**src/rtl/srt_div_pkg.sv**
```systemverilog
`default_nettype none
// ============================================================================
// Module   : srt_div_pkg
// Brief    : Shared types and constants for the SRT divider scheduler.
// Revision : 1.0 - initial release
// ============================================================================
package srt_div_pkg;

  localparam int C_DIV_LAT   = 9;
  localparam int C_TAG_DW    = 8;
  localparam int C_TAG_ID_W  = 3;
  localparam logic [C_TAG_DW-1:0] C_DZ_QUO = '1;

  // Tag fields are sized for the largest supported configuration (NREQ<=8, DW<=8).
  typedef struct packed {
    logic                  valid;
    logic [C_TAG_ID_W-1:0] id;
    logic                  dz;
    logic [C_TAG_DW-1:0]   op1;
  } div_tag_t;

  function automatic int id_w(input int n);
    return (n > 1) ? $clog2(n) : 1;
  endfunction

endpackage
`default_nettype wire

```
**src/rtl/srt_div_sched_rr_arb.sv**
```systemverilog
`default_nettype none
// ============================================================================
// Module   : rr_arb
// Brief    : Round-robin arbiter; search starts after the last granted index.
// Revision : 1.0 - initial release
// ============================================================================
module rr_arb
  import srt_div_pkg::*;
#(
  parameter int NREQ = 4
) (
  input  logic            clk,
  input  logic            rst,
  input  logic [NREQ-1:0] i_req,
  input  logic            i_en,
  input  logic            i_adv,
  output logic [NREQ-1:0] o_grant
);

  localparam int PTR_W = id_w(NREQ);

  logic [PTR_W-1:0] r_ptr;
  logic [PTR_W-1:0] w_win;
  logic [PTR_W-1:0] w_idx;
  logic             w_found;

  always_comb begin
    w_win   = '0;
    w_idx   = '0;
    w_found = 1'b0;
    for (int i = 0; i < NREQ; i++) begin
      w_idx = PTR_W'((int'(r_ptr) + i) % NREQ);
      if (!w_found && i_req[w_idx]) begin
        w_found = 1'b1;
        w_win   = w_idx;
      end
    end
  end

  always_comb begin
    o_grant = '0;
    if (i_en && w_found) o_grant[w_win] = 1'b1;
  end

  always_ff @(posedge clk) begin
    if (rst) begin
      r_ptr <= '0;
    end else if (i_adv) begin
      r_ptr <= (w_win == PTR_W'(NREQ - 1)) ? '0 : w_win + 1'b1;
    end
  end

endmodule
`default_nettype wire

```
**src/rtl/srt_div_sched.sv**
```systemverilog
`default_nettype none
// ============================================================================
// Module   : srt_div_sched
// Brief    : Shares one non-stallable pipelined divider among NREQ requesters.
// Revision : 1.0 - initial release
// ============================================================================
module srt_div_sched
  import srt_div_pkg::*;
#(
  parameter int NREQ      = 4,
  parameter int DW        = 8,
  parameter int DIV_LAT   = C_DIV_LAT,
  parameter int RSP_DEPTH = 4
) (
  input  logic                  clk,
  input  logic                  rst,
  input  logic [NREQ-1:0]       req_valid_i,
  output logic [NREQ-1:0]       req_ready_o,
  input  logic [NREQ*DW-1:0]    req_op1_i,
  input  logic [NREQ*DW-1:0]    req_op2_i,
  output logic [DW-1:0]         div_op1_o,
  output logic [DW-1:0]         div_op2_o,
  input  logic [DW-1:0]         div_rem_i,
  input  logic [DW-1:0]         div_quo_i,
  output logic                  rsp_valid_o,
  input  logic                  rsp_ready_i,
  output logic [id_w(NREQ)-1:0] rsp_id_o,
  output logic [DW-1:0]         rsp_quo_o,
  output logic [DW-1:0]         rsp_rem_o,
  output logic                  rsp_dz_o,
  output logic                  busy_o
);

  localparam int ID_W  = id_w(NREQ);
  localparam int OCC_W = $clog2(RSP_DEPTH + 1);
  localparam int FP_W  = id_w(RSP_DEPTH);

  typedef struct packed {
    logic [ID_W-1:0] id;
    logic            dz;
    logic [DW-1:0]   quo;
    logic [DW-1:0]   rem;
  } rsp_ent_t;

  logic [OCC_W-1:0] r_occ;
  logic [OCC_W-1:0] r_cnt;
  logic [FP_W-1:0]  r_wptr;
  logic [FP_W-1:0]  r_rptr;
  div_tag_t         r_tag [DIV_LAT+1];
  rsp_ent_t         r_mem [RSP_DEPTH];

  logic             w_issue_ok;
  logic             w_accept;
  logic             w_pop;
  logic [NREQ-1:0]  w_grant;
  logic [DW-1:0]    w_sel_op1;
  logic [DW-1:0]    w_sel_op2;
  logic [ID_W-1:0]  w_sel_id;
  div_tag_t         w_tag_in;
  div_tag_t         w_tag_out;
  rsp_ent_t         w_ent;
  rsp_ent_t         w_head;
  logic             w_unused_tag;

  // Credits cover both in-flight tags and queued entries, so the FIFO cannot overflow.
  assign w_issue_ok = (r_occ < OCC_W'(RSP_DEPTH));

  rr_arb #(.NREQ(NREQ)) u_arb (
    .clk     (clk),
    .rst     (rst),
    .i_req   (req_valid_i),
    .i_en    (w_issue_ok),
    .i_adv   (w_accept),
    .o_grant (w_grant)
  );

  assign req_ready_o = w_grant;
  assign w_accept    = |(req_valid_i & w_grant);

  always_comb begin
    w_sel_op1 = '0;
    w_sel_op2 = '0;
    w_sel_id  = '0;
    for (int k = 0; k < NREQ; k++) begin
      if (w_grant[k]) begin
        w_sel_op1 = req_op1_i[k*DW +: DW];
        w_sel_op2 = req_op2_i[k*DW +: DW];
        w_sel_id  = ID_W'(k);
      end
    end
  end

  always_comb begin
    w_tag_in       = '0;
    w_tag_in.valid = w_accept;
    w_tag_in.id    = C_TAG_ID_W'(w_sel_id);
    w_tag_in.dz    = (w_sel_op2 == '0);
    w_tag_in.op1   = C_TAG_DW'(w_sel_op1);
  end

  // A zero divisor is replaced by 1 so the core never sees an undefined operation.
  always_ff @(posedge clk) begin
    if (rst) begin
      div_op1_o <= '0;
      div_op2_o <= DW'(1);
    end else if (w_accept) begin
      div_op1_o <= w_sel_op1;
      div_op2_o <= (w_sel_op2 == '0) ? DW'(1) : w_sel_op2;
    end
  end

  // Stage DIV_LAT holds the tag during the cycle the core result is valid.
  always_ff @(posedge clk) begin
    if (rst) begin
      for (int s = 0; s <= DIV_LAT; s++) r_tag[s] <= '0;
    end else begin
      r_tag[0] <= w_tag_in;
      for (int s = 1; s <= DIV_LAT; s++) r_tag[s] <= r_tag[s-1];
    end
  end

  assign w_tag_out    = r_tag[DIV_LAT];
  assign w_unused_tag = ^w_tag_out.id;

  always_comb begin
    w_ent     = '0;
    w_ent.id  = ID_W'(w_tag_out.id);
    w_ent.dz  = w_tag_out.dz;
    w_ent.quo = w_tag_out.dz ? DW'(C_DZ_QUO) : div_quo_i;
    w_ent.rem = w_tag_out.dz ? DW'(w_tag_out.op1) : div_rem_i;
  end

  assign rsp_valid_o = (r_cnt != '0);
  assign w_pop       = rsp_valid_o & rsp_ready_i;

  always_ff @(posedge clk) begin
    if (w_tag_out.valid) r_mem[r_wptr] <= w_ent;
  end

  always_ff @(posedge clk) begin
    if (rst) begin
      r_wptr <= '0;
      r_rptr <= '0;
      r_cnt  <= '0;
      r_occ  <= '0;
    end else begin
      if (w_tag_out.valid) r_wptr <= (r_wptr == FP_W'(RSP_DEPTH - 1)) ? '0 : r_wptr + 1'b1;
      if (w_pop)           r_rptr <= (r_rptr == FP_W'(RSP_DEPTH - 1)) ? '0 : r_rptr + 1'b1;
      r_cnt <= r_cnt + OCC_W'(w_tag_out.valid) - OCC_W'(w_pop);
      r_occ <= r_occ + OCC_W'(w_accept) - OCC_W'(w_pop);
    end
  end

  assign w_head    = r_mem[r_rptr];
  assign rsp_id_o  = rsp_valid_o ? w_head.id  : '0;
  assign rsp_quo_o = rsp_valid_o ? w_head.quo : '0;
  assign rsp_rem_o = rsp_valid_o ? w_head.rem : '0;
  assign rsp_dz_o  = rsp_valid_o ? w_head.dz  : 1'b0;
  assign busy_o    = (r_occ != '0);

endmodule
`default_nettype wire

```
**config.mk**
```make
export PLATFORM = sky130hd
export DESIGN_NAME = srt_div_sched
export DESIGN_NICKNAME = d
export VERILOG_FILES = /design/src/rtl/srt_div_pkg.sv /design/src/rtl/srt_div_sched_rr_arb.sv /design/src/rtl/srt_div_sched.sv
export SDC_FILE = /design/constraint.sdc
export NUM_CORES = 1
export LEC_CHECK = 0
export CAP_MARGIN = 10
export CORE_MARGIN = 2
export CORE_UTILIZATION = 55
export CTS_BUF_LIST = sky130_fd_sc_hd__clkbuf_4 sky130_fd_sc_hd__clkbuf_8
export CTS_CLUSTER_DIAMETER = 80
export DETAILED_ROUTE_END_ITERATION = 6
export GPL_ROUTABILITY_DRIVEN = 0
export PLACE_DENSITY = 0.87
export SLEW_MARGIN = 30
export SYNTH_ARGS = -nofsm -noshare
export SYNTH_HDL_FRONTEND = slang
export SYNTH_SLANG_ARGS = --single-unit
```
**constraint.sdc**
```tcl
create_clock -name clk -period 9.25 [get_ports clk]
set_clock_uncertainty 0.2 [all_clocks]
set_input_delay 2.3125 -clock clk [delete_from_list [all_inputs] [get_ports clk]]
set_output_delay 2.3125 -clock clk [all_outputs]
set_load 0.01 [all_outputs]
```
* Word level (Yosys, flattened, before mapping)
Memory sizes are Yosys's and may differ from the RTL's. A register that Yosys moved wholly into a read port is not among the register bits.
Cells that the tools add are included.
** Cells by class
- $add $sub $neg :: 10
- $lt $le $gt $ge :: 7
- Eq/ne operators :: 3
- Muxes and demuxes :: 57
- Bitwise gates (word level) :: 12
- Reduce and logical (&&, ||, !) cells :: 12
** Operator list (count)
- two-way mux 13 bit :: 10
- two-way mux 8 bit :: 13
- two-way mux 2 bit :: 12
- two-way mux 1 bit :: 16
- less-than comparator 2 x 3 -> 1 bit (second input constant) :: 5
- bitwise OR 1 bit :: 10
- adder 2 x 1 -> 2 bit (second input constant) :: 4
- binary-select mux 1 bit (select 2 bit) :: 4
- logical NOT 8 bit :: 1
- adder 3 x 1 -> 3 bit :: 2
- == test 2 bit (second input constant) :: 3
- nonzero test 3 bit :: 2
- subtractor 3 x 1 -> 3 bit :: 2
- logical AND 1 bit :: 5
- adder 2 bit (second input constant) :: 2
- bitwise AND 4 bit :: 1
- two-way mux 4 bit :: 1
- OR reduction 4 bit :: 1
- logical NOT 1 bit :: 3
- less-than comparator 3 bit (second input constant) :: 1
- demux 1 bit (select 2 bit) :: 1
- greater-or-equal comparator 2 x 1 -> 1 bit (second input constant) :: 1
- bitwise AND 1 bit :: 1
** Storage, ports and cells
- Register bits :: 28
- Memory bits (writable) :: 206
- Input bits :: 87
- Output and inout bits :: 41
- Memories kept :: 2
** Memories
- r_tag :: words 10, bits a word 13, read ports 10, clocked after memory_dff 0, wr ports 10, RTL line srt_div_sched.sv:49 : div_tag_t r_tag [DIV_LAT+1];
- r_mem :: words 4, bits a word 19, read ports 1, clocked after memory_dff 1, wr ports 1, RTL line srt_div_sched.sv:50 : rsp_ent_t r_mem [RSP_DEPTH];

* Logic depth before layout (Yosys ltp)
- Depth in word-level cells :: 23
- Gate-level depth with buffers :: 19

* Modules after synthesis
From an unflattened synthesis, not the netlist that was laid out.
** Second synthesis, totals
- Cell total of the unflattened synthesis :: 627
- Area total of the unflattened synthesis :: 8164.1 µm²
** Modules (own cells, without submodules)
- srt_div_sched :: times used 1, cells an instance 598, area an instance 7926.4 µm², seq. area each 5245.0 µm²
- rr_arb :: times used 1, cells an instance 29, area an instance 237.7 µm², seq. area each 40.0 µm²

* Least setup slack after synthesis
Ideal clock, no wire load.
- Kind :: in2out
- Start :: input port req_valid_i[0]
- End :: output port req_ready_o[2]
- Data arrival time :: 3706 ps
- Required time :: 6738 ps
- Path slack :: 3031 ps
- Cell stages on the path :: 11
- Path buffers :: 2
- Cells stage by stage :: inv_1 > nor2_1 > a21oi_1 > o22ai_1 > a21oi_1 > inv_1 > ha_1 > buf_6 > inv_2 > clkbuf_1 > nor3_1
** Between the ends
- Longest elaborated chain between the ends :: 17
- Elaborated cells on any way between the ends :: 29
- Classes of those cells :: order compare: 2; mux: 19; reduce/logical: 8
** RTL lines
- from (decl) :: RTL line srt_div_sched.sv:17 : input logic [NREQ-1:0] req_valid_i,
- binary-select mux 1 bit (select 2 bit) :: RTL line srt_div_sched_rr_arb.sv:33 : if (!w_found && i_req[w_idx]) begin
- two-way mux 1 bit (not written as such) :: RTL line srt_div_sched_rr_arb.sv:33
- two-way mux 1 bit :: RTL line srt_div_sched_rr_arb.sv:33
- logical NOT 1 bit :: RTL line srt_div_sched_rr_arb.sv:33
- logical AND 1 bit :: RTL line srt_div_sched_rr_arb.sv:33
- two-way mux 1 bit :: RTL line srt_div_sched_rr_arb.sv:33
- logical NOT 1 bit :: RTL line srt_div_sched_rr_arb.sv:33
- logical AND 1 bit :: RTL line srt_div_sched_rr_arb.sv:33
- two-way mux 1 bit :: RTL line srt_div_sched_rr_arb.sv:33
- logical NOT 1 bit :: RTL line srt_div_sched_rr_arb.sv:33
- logical AND 1 bit :: RTL line srt_div_sched_rr_arb.sv:33
- two-way mux 2 bit :: RTL line srt_div_sched_rr_arb.sv:33
- less-than comparator 2 x 3 -> 1 bit (not written as such) / greater-or-equal comparator 2 x 1 -> 1 bit (equally long branches) :: RTL line srt_div_sched_rr_arb.sv:42 : if (i_en && w_found) o_grant[w_win] = 1'b1;
- logical AND 1 bit (not written as such) :: RTL line srt_div_sched_rr_arb.sv:42
- two-way mux 1 bit (not written as such) :: RTL line srt_div_sched_rr_arb.sv:42
- demux 1 bit (select 2 bit)
- two-way mux 4 bit (*) :: RTL line srt_div_sched_rr_arb.sv:42
- to (decl) :: RTL line srt_div_sched.sv:18 : output logic [NREQ-1:0] req_ready_o,
Mark *: on every way between the ends. The rest lies on a longest branch, timed or not. The select of a mux whose other input is x is not followed.

* Worst setup path after layout
- Start :: input port req_valid_i[1]
- End :: output port req_ready_o[3]
Same word-level chain as after synthesis.

==> flow_metrics.env <==
export IMPL_fin_crit_sh=0.867
export IMPL_yosysTopAreaCellShare=0.368
export IMPL_critPathArrivalTime_ns=5.50
export IMPL_fmax_mhz=125
export IMPL_dr_wl_met2_um=8230
export IMPL_crit_fanout=27
export IMPL_synthArstFlopShare=0
export IMPL_postRouteAntennaNets=0
export IMPL_grt_use_total=0.198
export IMPL_layout_commonest_cell="dfxtp_1"
export IMPL_ys_seq_elements=226
export IMPL_grt_max_degree=117
export IMPL_reg2regPathDepth=15
export IMPL_peakVddDrop_mv=0.133
export IMPL_worst_path_buf_inv=4
export IMPL_wl_um=15700
export IMPL_cts_resized=0
export IMPL_relSlewSlack=0.361
export IMPL_r2r_start="u_arb.r_ptr[0]$_SDFFE_PP0P_"
export IMPL_cp_top_family="buffers and inverters"
export IMPL_drc=0
export IMPL_synth_warnings=0
export IMPL_min_to="r_tag[2][6]$_SDFF_PP0_"
export IMPL_whs_path_depth=1
export IMPL_crit_slowest_cell="ha_1"
export IMPL_syn_inst=649
export IMPL_initial_core_util=0.561
export IMPL_core_area_sq_mm=0.0145
export IMPL_synth_largest_area_cell="dfxtp_1"
export IMPL_cts_setup_buffers=0
export IMPL_path_cells="clkdlybuf4s50_1 -> inv_1 -> a21oi_1 -> o22ai_1 -> a21oi_1 -> ha_1 -> inv_2 -> nor3_1 -> clkdlybuf4s50_1"
export IMPL_end_kind="output pin"
export IMPL_nets=879
export IMPL_die_w_um=126
export IMPL_root_buffer="clkbuf_8"
export IMPL_synth_flop_cell="dfxtp_1"
export IMPL_required_ns=6.74
export IMPL_p_leak_uw=0.00376
export IMPL_critPathLaunchType="input port"
export IMPL_vias=5163
export IMPL_antenna_cells=0
export IMPL_cts_sinks=226
export IMPL_setup_viol=0
export IMPL_cts_tree="yes"
export IMPL_dpl_cell_area_sq_mm=0.00950
export IMPL_regToRegEndpoint="r_occ[2]$_SDFF_PP0_"
export IMPL_maxCapViolCount=0
export IMPL_synth_cell_types=50
export IMPL_areaGrowthSynthToFinish_pct=25.4
export IMPL_grt_pass1_vias=5564
export IMPL_ys_top_cells_by_area="dfxtp_1 37%, edfxtp_1 28%, nor2b_1 8.7%, mux4_2 5.2%, nor2_1 2.0%"
export IMPL_antenna_found_initial=0
export IMPL_worst_setup_path_type="input port to output pin"
export IMPL_routed_wl_met3_um=940
export IMPL_setup_tns_ns=0
export IMPL_syn_mean_instance_area_sq_um=12.6
export IMPL_vias_per_cell=5.24
export IMPL_p_per_area_mw_per_mm2=267
export IMPL_cts_clk_slew_worst_paths_ns=0.06
export IMPL_synth_nets=751
export IMPL_final_cell_mix="150 x dfxtp_1, 126 x clkdlybuf4s50_1, 113 x nor2b_1"
export IMPL_top_layer_used="met4"
export IMPL_worst_slew_pin_transition_ns=0.957
export IMPL_fin_crit_ns=8.02
export IMPL_detail_route_first_pass_iterations=4
export IMPL_clk_latency_ns=0.49
export IMPL_yosysSeqAreaShare=0.648
export IMPL_hold_violations=0
export IMPL_num_io_pins=128
export IMPL_finalPower_uw=2730
export IMPL_final_max_slew_viol_count=0
export IMPL_rsz0062_at_grt="false"
export IMPL_dp_hpwl_um=10300
export IMPL_synthesis_area_sq_mm=0.00815
export IMPL_critPathMaxStageDelay_ns=0.81
export IMPL_grt_pass1_wl_um=25600
export IMPL_port_buffers=127
export IMPL_status="completed"
export IMPL_hp_start="r_tag[1][6]$_SDFF_PP0_"
export IMPL_cts_htree_levels=2
export IMPL_wl_met1_um=6010
export IMPL_min_delay_path_class="register to register"
export IMPL_grt_ovfl_total=0
export IMPL_row_count=44
export IMPL_dieArea_sq_mm=0.0158
export IMPL_die_y_um=126
export IMPL_drive_above_1_share=0.141
export IMPL_cts_path_max_buffers=3
export IMPL_numCtsBuffers=34
export IMPL_synth_edf_count=76
export IMPL_drtIter0Drc=272
export IMPL_wl_per_cell_um=15.9
export IMPL_fin_area_sq_mm=0.0102
export IMPL_cts_hold_buf=0
export IMPL_ff2ff_setup_slack_ns=4.65
==> layout make-up <==
type | instances | area, sq um
Sequential cell | 226 | 5290
Clock inverter | 8 | 73.8
Multi-Input combinational cell | 367 | 2640
Inverter | 18 | 67.6
Tap cell | 184 | 230
Clock buffer | 53 | 629
Fill cell | 946 | 4310
Timing Repair Buffer | 130 | 1290
==> flip-flops by register name, indices dropped and copies added (netlist names), named ones only <==
name,count
r_rptr,2
u_arb.r_ptr,2
r_cnt,3
div_op1_o,8
r_tag,120
r_occ,3
r_wptr,2
div_op2_o,8
r_mem,76
==> synth_stat cells, types with 10 or more instances <==
cell and instances:
edfxtp_1 76, a21oi_1 28, nor2b_1 113, mux4_2 19, ha_1 13, nand2_1 28, and2_1 25, nor2_1 44
nor3_1 12, clkbuf_1 24, a211oi_1 10, inv_1 15, dfxtp_1 150
==> worst reg2reg max path, stage by stage, from the launching register on <==
cell and delay [ns]:
dfxtp_1 0.39, nor2_1 0.09, a21oi_1 0.12, o22ai_1 0.09, a21oi_1 0.32, ha_1 0.81, a22oi_1 0.30, a21oi_4 0.59
inv_2 0.22, ha_1 0.34, inv_1 0.04, ha_1 0.18, fa_1 0.37, xnor2_1 0.21, xnor2_1 0.15, nor2_1 0.06
==> worst max-delay path by stage <==
stage	slack (ns)	startpoint	to	cells past startpoint
floorplan	3.03	req_valid_i[0]	req_ready_o[2]	11
global placement	1.47	req_valid_i[1]	req_ready_o[3]	9
detailed placement	1.31	req_valid_i[1]	req_ready_o[3]	9
CTS	1.28	req_valid_i[1]	req_ready_o[3]	9
global route	0.93	req_valid_i[1]	req_ready_o[3]	9
finish	1.23	req_valid_i[1]	req_ready_o[3]	9
==> stage by stage <==
step	hold slack [ns]	instances	utilization	setup WS (ns)
3_3_place_gp	0.217	925	0.654	1.47
3_5_place_dp	0.224	925	0.654	1.31
6_report	0.230	986	0.703	1.23
5_1_grt	0.247	986	0.703	0.932
2_1_floorplan	0.214	649	-	3.03
4_1_cts	0.233	986	0.702	1.28
==> cells by family after synthesis <==
group,synth area share
adders and majority gates,0.0249
DFF,0.648
muxes,0.0660
and+or+nand+nor,0.168
AOI/OAI and AO/OA,0.0589
xor gates and xnor gates,0.00430
buffers and inverters,0.0293
==> layer usage <==
layer | GRT usage | vias up
met5 | 0 | -
met4 | 0.0827 | 0
met3 | 0.0412 | 42
met2 | 0.374 | 217
met1 | 0.214 | 2428
li1 | - | 2476
==> where the power goes <==
part / switching [uW] / leakage, uW / total, uW / internal, uW
Sequential: 50.4 / 0.00190 / 1150 / 1100
Clock: 347 / 0.000374 / 811 / 464
Combinational: 376 / 0.00149 / 761 / 384
Power figures use the tool's default switching activity.
